[config.mk]
export PLATFORM = sky130hd
export DESIGN_NAME = display_scan_ctrl
export DESIGN_NICKNAME = d
export VERILOG_FILES = /design/src/rtl/display_scan_ctrl_pkg.sv /design/src/rtl/display_scan_ctrl_hex7seg.sv /design/src/rtl/display_scan_ctrl.sv
export SDC_FILE = /design/constraint.sdc
export NUM_CORES = 1
export LEC_CHECK = 0
export ABC_AREA = 0
export CORE_ASPECT_RATIO = 1.25
export CORE_MARGIN = 1
export CORE_UTILIZATION = 40
export CTS_BUF_LIST = sky130_fd_sc_hd__clkbuf_16
export DETAILED_ROUTE_END_ITERATION = 10
export SLEW_MARGIN = 20
export SYNTH_ARGS = -nofsm -noshare
export SYNTH_HDL_FRONTEND = slang
export SYNTH_HIERARCHICAL = 1
export SYNTH_SLANG_ARGS = --single-unit
[constraint.sdc]
create_clock -name clk -period 5.52 [get_ports clk]
set_input_delay 0.828 -clock clk [delete_from_list [all_inputs] [get_ports clk]]
set_output_delay 0.828 -clock clk [all_outputs]
set_load 0.01 [all_outputs]
[src/rtl/display_scan_ctrl_pkg.sv]
// ============================================================================
// disp_pkg : shared types and constants for display_scan_ctrl
// Rev 1.0
// ============================================================================
`default_nettype none

package disp_pkg;

  typedef enum logic [1:0] {
    IDLE = 2'd0,
    SHOW = 2'd1,
    GAP  = 2'd2
  } state_t;

  localparam logic [6:0] SEG_OFF = 7'b1111111;

  // Returns n ones in the low bits; callers slice off their digit count (n <= 8).
  function automatic logic [7:0] an_off(input int unsigned n);
    return 8'hFF >> (8 - n);
  endfunction

endpackage

`default_nettype wire

[src/rtl/display_scan_ctrl_hex7seg.sv]
// ============================================================================
// hex7seg : nibble to active-low 7-segment pattern, seg[6]=a .. seg[0]=g
// Rev 1.0
// ============================================================================
`default_nettype none

module hex7seg (
  input  logic [3:0] nibble,
  output logic [6:0] seg
);

  always_comb begin
    seg = 7'b1111111;
    case (nibble)
      4'h0: seg = 7'b0000001;
      4'h1: seg = 7'b1001111;
      4'h2: seg = 7'b0010010;
      4'h3: seg = 7'b0000110;
      4'h4: seg = 7'b1001100;
      4'h5: seg = 7'b0100100;
      4'h6: seg = 7'b0100000;
      4'h7: seg = 7'b0001111;
      4'h8: seg = 7'b0000000;
      4'h9: seg = 7'b0000100;
      4'hA: seg = 7'b0001000;
      4'hB: seg = 7'b1100000;
      4'hC: seg = 7'b0110001;
      4'hD: seg = 7'b1000010;
      4'hE: seg = 7'b0110000;
      4'hF: seg = 7'b0111000;
      default: seg = 7'b1111111;
    endcase
  end

endmodule

`default_nettype wire

[src/rtl/display_scan_ctrl.sv]
// ============================================================================
// display_scan_ctrl : multiplexed common-anode 7-seg scanner, frame-aligned loads
// Optional macro LEADING_ZERO_BLANK_EN blanks leading-zero digits. Rev 1.0
// ============================================================================
`default_nettype none

module display_scan_ctrl
  import disp_pkg::*;
#(
  parameter int NUM_DIGITS = 4,
  parameter int PRESCALE   = 50000,
  parameter int BLANK_CYC  = 16
) (
  input  logic                                               clk,
  input  logic                                               rst_n,
  input  logic                                               enable,
  input  logic                                               load_valid,
  output logic                                               load_ready,
  input  logic [4*NUM_DIGITS-1:0]                            load_data,
  output logic [6:0]                                         seg,
  output logic [NUM_DIGITS-1:0]                              an,
  output logic [((NUM_DIGITS > 1) ? $clog2(NUM_DIGITS) : 1)-1:0] digit_idx
);

  localparam int IW = (NUM_DIGITS > 1) ? $clog2(NUM_DIGITS) : 1;
  localparam int CW = $clog2(PRESCALE);
  localparam int DW = 4 * NUM_DIGITS;

  localparam logic [7:0]            c_an_all    = an_off(NUM_DIGITS);
  localparam logic [NUM_DIGITS-1:0] c_an_off    = c_an_all[NUM_DIGITS-1:0];
  localparam logic [CW-1:0]         c_show_last = CW'(PRESCALE - BLANK_CYC - 1);
  localparam logic [CW-1:0]         c_slot_last = CW'(PRESCALE - 1);
  localparam logic [IW-1:0]         c_idx_last  = IW'(NUM_DIGITS - 1);

  state_t          r_state, w_state_nxt;
  logic [CW-1:0]   r_cnt, w_cnt_nxt;
  logic [IW-1:0]   w_idx_nxt;
  logic [DW-1:0]   r_disp, w_disp_nxt;
  logic [DW-1:0]   r_pend, w_pend_nxt;
  logic            r_pend_valid, w_pend_valid_nxt;
  logic            w_ready_nxt;
  logic            w_xfer;
  logic [3:0]      w_nib;
  logic [6:0]      w_seg_dec;
  logic            w_show;

  assign w_xfer = load_valid & load_ready;

  always_ff @(posedge clk or negedge rst_n) begin
    if (!rst_n) begin
      r_state      <= IDLE;
      r_cnt        <= '0;
      digit_idx    <= '0;
      r_disp       <= '0;
      r_pend       <= '0;
      r_pend_valid <= 1'b0;
      load_ready   <= 1'b1;
      an           <= c_an_off;
      seg          <= SEG_OFF;
    end else begin
      r_state      <= w_state_nxt;
      r_cnt        <= w_cnt_nxt;
      digit_idx    <= w_idx_nxt;
      r_disp       <= w_disp_nxt;
      r_pend       <= w_pend_nxt;
      r_pend_valid <= w_pend_valid_nxt;
      load_ready   <= w_ready_nxt;
      an           <= w_show ? ~(NUM_DIGITS'(1) << w_idx_nxt) : c_an_off;
      seg          <= w_show ? w_seg_dec : SEG_OFF;
    end
  end

  // Ready drops on the capture edge and only returns one cycle after the
  // pending value has been consumed, hence the default from the old flag.
  always_comb begin
    w_state_nxt      = r_state;
    w_cnt_nxt        = r_cnt + CW'(1);
    w_idx_nxt        = digit_idx;
    w_disp_nxt       = r_disp;
    w_pend_nxt       = r_pend;
    w_pend_valid_nxt = r_pend_valid;
    w_ready_nxt      = ~r_pend_valid;
    if (!enable) begin
      w_state_nxt      = IDLE;
      w_cnt_nxt        = '0;
      w_idx_nxt        = '0;
      if (w_xfer)            w_disp_nxt = load_data;
      else if (r_pend_valid) w_disp_nxt = r_pend;
      w_pend_valid_nxt = 1'b0;
      w_ready_nxt      = 1'b1;
    end else begin
      case (r_state)
        IDLE: begin
          w_state_nxt = SHOW;
          w_cnt_nxt   = '0;
          w_idx_nxt   = '0;
          if (w_xfer) w_disp_nxt = load_data;
        end
        SHOW: begin
          if (r_cnt == c_show_last) w_state_nxt = GAP;
        end
        GAP: begin
          if (r_cnt == c_slot_last) begin
            w_state_nxt = SHOW;
            w_cnt_nxt   = '0;
            if (digit_idx == c_idx_last) begin
              w_idx_nxt = '0;
              if (r_pend_valid) begin
                w_disp_nxt       = r_pend;
                w_pend_valid_nxt = 1'b0;
              end
            end else begin
              w_idx_nxt = digit_idx + IW'(1);
            end
          end
        end
        default: begin
          w_state_nxt = IDLE;
          w_cnt_nxt   = '0;
          w_idx_nxt   = '0;
        end
      endcase
      if (w_xfer && (r_state != IDLE)) begin
        w_pend_nxt       = load_data;
        w_pend_valid_nxt = 1'b1;
        w_ready_nxt      = 1'b0;
      end
    end
  end

  // Decode from next-cycle values so a frame-boundary swap shows on digit 0 at once.
  assign w_nib = w_disp_nxt[4*w_idx_nxt +: 4];

  hex7seg u_hex7seg (
    .nibble (w_nib),
    .seg    (w_seg_dec)
  );

`ifdef LEADING_ZERO_BLANK_EN
  logic [NUM_DIGITS-1:0] w_lead_zero;

  for (genvar gi = 0; gi < NUM_DIGITS; gi++) begin : g_lead_zero
    assign w_lead_zero[gi] = (w_disp_nxt[DW-1:4*gi] == '0);
  end

  assign w_show = (w_state_nxt == SHOW) &&
                  !((w_idx_nxt != '0) && w_lead_zero[w_idx_nxt]);
`else
  assign w_show = (w_state_nxt == SHOW);
`endif

endmodule

`default_nettype wire
==> out/qor.txt <==
Final setup vio count: 0
Initial core utilization: 41.0%
Detail Route Antenna Nets: 0
Syn. warnings: 6
Reg-to-reg slack, setup: 1.20 ns
Largest net degree at the start of global routing: 66
Drt initial violations: 248
Via-per-instance ratio: 5.94
Yosys reg bits: 65
R2R depth: 13
Rows: 41
Top-level I/O count: 34
WP data arrival: 4.58 ns
First-pass GRT wire length: 17300 um
Final Net Count: 481
Pwr dens: 314 nW/um^2
Vias in the first global route: 3412
Buffers on Ports: 33
CTS Hold Bufs: 0
Cell family with most CP delay: compound AO/OA/AOI/OAI gates
Via count: 3458
Reg2reg end: seg[3]
Final Max Tran Viols: 0
Top-area cell type share of the netlist area: 32.2%
CP Launch Type: flip-flop
# DRC: 0
Synth top area cells: dfrtp_1 (32%), mux2i_1 (8.0%), dfstp_2 (7.6%)
CTS tree: yes
CTS sink cnt: 65
Synth cell count leaders: dfrtp_1 (53), nor2_1 (38), mux2i_1 (33), nand2_1 (27), a21oi_1 (26)
CP max stage cell: a21oi_1
Worst hold stages: 1
DP HPWL: 6870 um
Chip Width: 92.8 um
Diodes inserted: 0
Worst Path Buf+Inv: 3
Cts repair resizes: 0
GR Overflow Total: 0
Post-synth EDFFs: 0
Drt total wl: 10500 um
CP cell instances: ha_1 > and3_1 > and3_1 > a21oi_1 > o21ai_0 > a21oi_1 > buf_4 > mux2i_1 > inv_1 > ha_1 > inv_1 > mux4_2 > nand2b_1
Async set-reset flop share out of synthesis: 100%
Gr usage total: 21.0%
Element type at the critical path end: flip-flop
Slowest stage delay, CP: 0.57 ns
H-tree depth: 3
Slew at the pin closest to its max-slew limit: 1.03 ns
Initial antenna violation count: 0
R2r startpoint: r_cnt[0]
Mean Syn Cell Area: 9.70 sq um
Clock root buffer: clkbuf_16
Register area share after synthesis: 39.8%
Final Hold Vio Count: 0
CP required: 5.77 ns
Crit path kind: flip-flop to flip-flop
Primary FF master, synth: dfrtp_1
Reg clk slew, reported paths: 0.05 ns
Clock latency on the worst-skew pair: 0.34 ns
Most frequent cell after synthesis: dfrtp_1
Setup TNS: 0 ns
Lkg Pwr: 0.00195 uW
Peak supply drop: 165 uV
Max-cap violations: 0
Hold path endpoint: r_cnt[0]
Cell variety after synth: 53
Longest Clk Path Bufs: 2
Layout cells sized above 1: 13.7%
Area Growth Syn to Fin: 17.1%
Pre-antenna DRT Iters: 5
Worst-path fanout max: 10
Leading area contributor after synthesis: dfrtp_1
Tmin final: 4.32 ns
Netlist Area Pre-Place: 4120 sq um
WL/cell: 18.1 um
Num CTS Buffers: 9
Post-synth net total: 458
Relative slew slack: 30.9%
Worst min path class: flip-flop to flip-flop
Post-CTS Setup Inserts: 0
CORE AREA: 10100 sq um
Min Hold Slack: 0.494 ns
Die Area: 10700 sq um
Clock skew: 0.00657 ns
RePlAce Congestion: 0.813
Synth Instances: 425
Worst hold start: r_cnt[0]
Worst setup startpoint: r_cnt[0]
Status: finished clean
Unrepaired setup endpoints after global routing: no
Peak Freq: 231 MHz
Period utilisation layout: 78.3%
Vert. Die Dim: 116 um
state kept, by name, summed over array words and instances (netlist names):
register	flops
r_cnt	16
r_disp	16
r_pend	16
seg	7
an	4
digit_idx	2
r_state	2
load_ready	1
r_pend_valid	1
logic make-up after synthesis:
kind of cell	share of synthesized area, %
muxes	14.3
DFF	39.8
xor gates and xnor gates	2.34
adders and majority gates	3.95
AOI/OAI and AO/OA	17.2
buffers and inverters	4.52
and+or+nand+nor	17.9
through the flow:
stage / instances / power (uW) / utilization [%] / worst slack, ns / cell area (sq um)
6_report: 582 / 1520 / 48.0 / 1.20 / 4830
4_1_cts: 582 / 1520 / 48.0 / 1.20 / 4820
3_3_place_gp: 566 / 924 / 44.9 / 1.08 / 4520
5_1_grt: 582 / 1590 / 48.0 / 0.775 / 4830
2_1_floorplan: 425 / 824 / - / 1.90 / 4120
3_5_place_dp: 566 / 932 / 44.9 / 0.973 / 4520
final cells by class:
class / instances / area, sq um
Fill cell: 956 / 5230
Multi-Input combinational cell: 319 / 2300
Sequential cell: 65 / 1640
Timing Repair Buffer: 38 / 363
Clock buffer: 9 / 225
Tap cell: 129 / 161
Clock inverter: 7 / 80.1
Inverter: 15 / 56.3
power by group:
group          switching [uW]  internal (uW)
logic                     166            165
registers                47.3            549
clock network             202            387
per-layer routing:
| metal | track usage [%] | wire length, um | up-vias |
|---|---|---|---|
| li1 | - | - | 1627 |
| met1 | 26.7 | 4560 | 1695 |
| met2 | 35.0 | 5180 | 118 |
| met3 | 2.89 | 548 | 18 |
| met4 | 10.6 | 233 | 0 |
| met5 | 0 | 0 | - |
placed cells by master, fill, tap and decap left out, types with 13 or more instances in the layout:
| master | instances |
|---|---|
| o211ai_1 | 15 |
| ha_1 | 13 |
| mux2_2 | 19 |
| nand2_1 | 27 |
| inv_1 | 19 |
| a21oi_1 | 26 |
| dfrtp_1 | 53 |
| mux2i_1 | 33 |
| clkdlybuf4s50_1 | 32 |
| o21ai_0 | 24 |
| nor2_1 | 38 |
worst max path at each step:
stage	end	slack, ns	cells after the start
final	seg[3]	1.20	13
after global routing	seg[3]	0.77	12
after CTS	seg[3]	1.20	13
after detailed placement	seg[3]	0.97	12
after global placement	seg[3]	1.08	12
after floorplan	seg[3]	1.90	13
No activity file was read; power rests on OpenSTA's default activity.
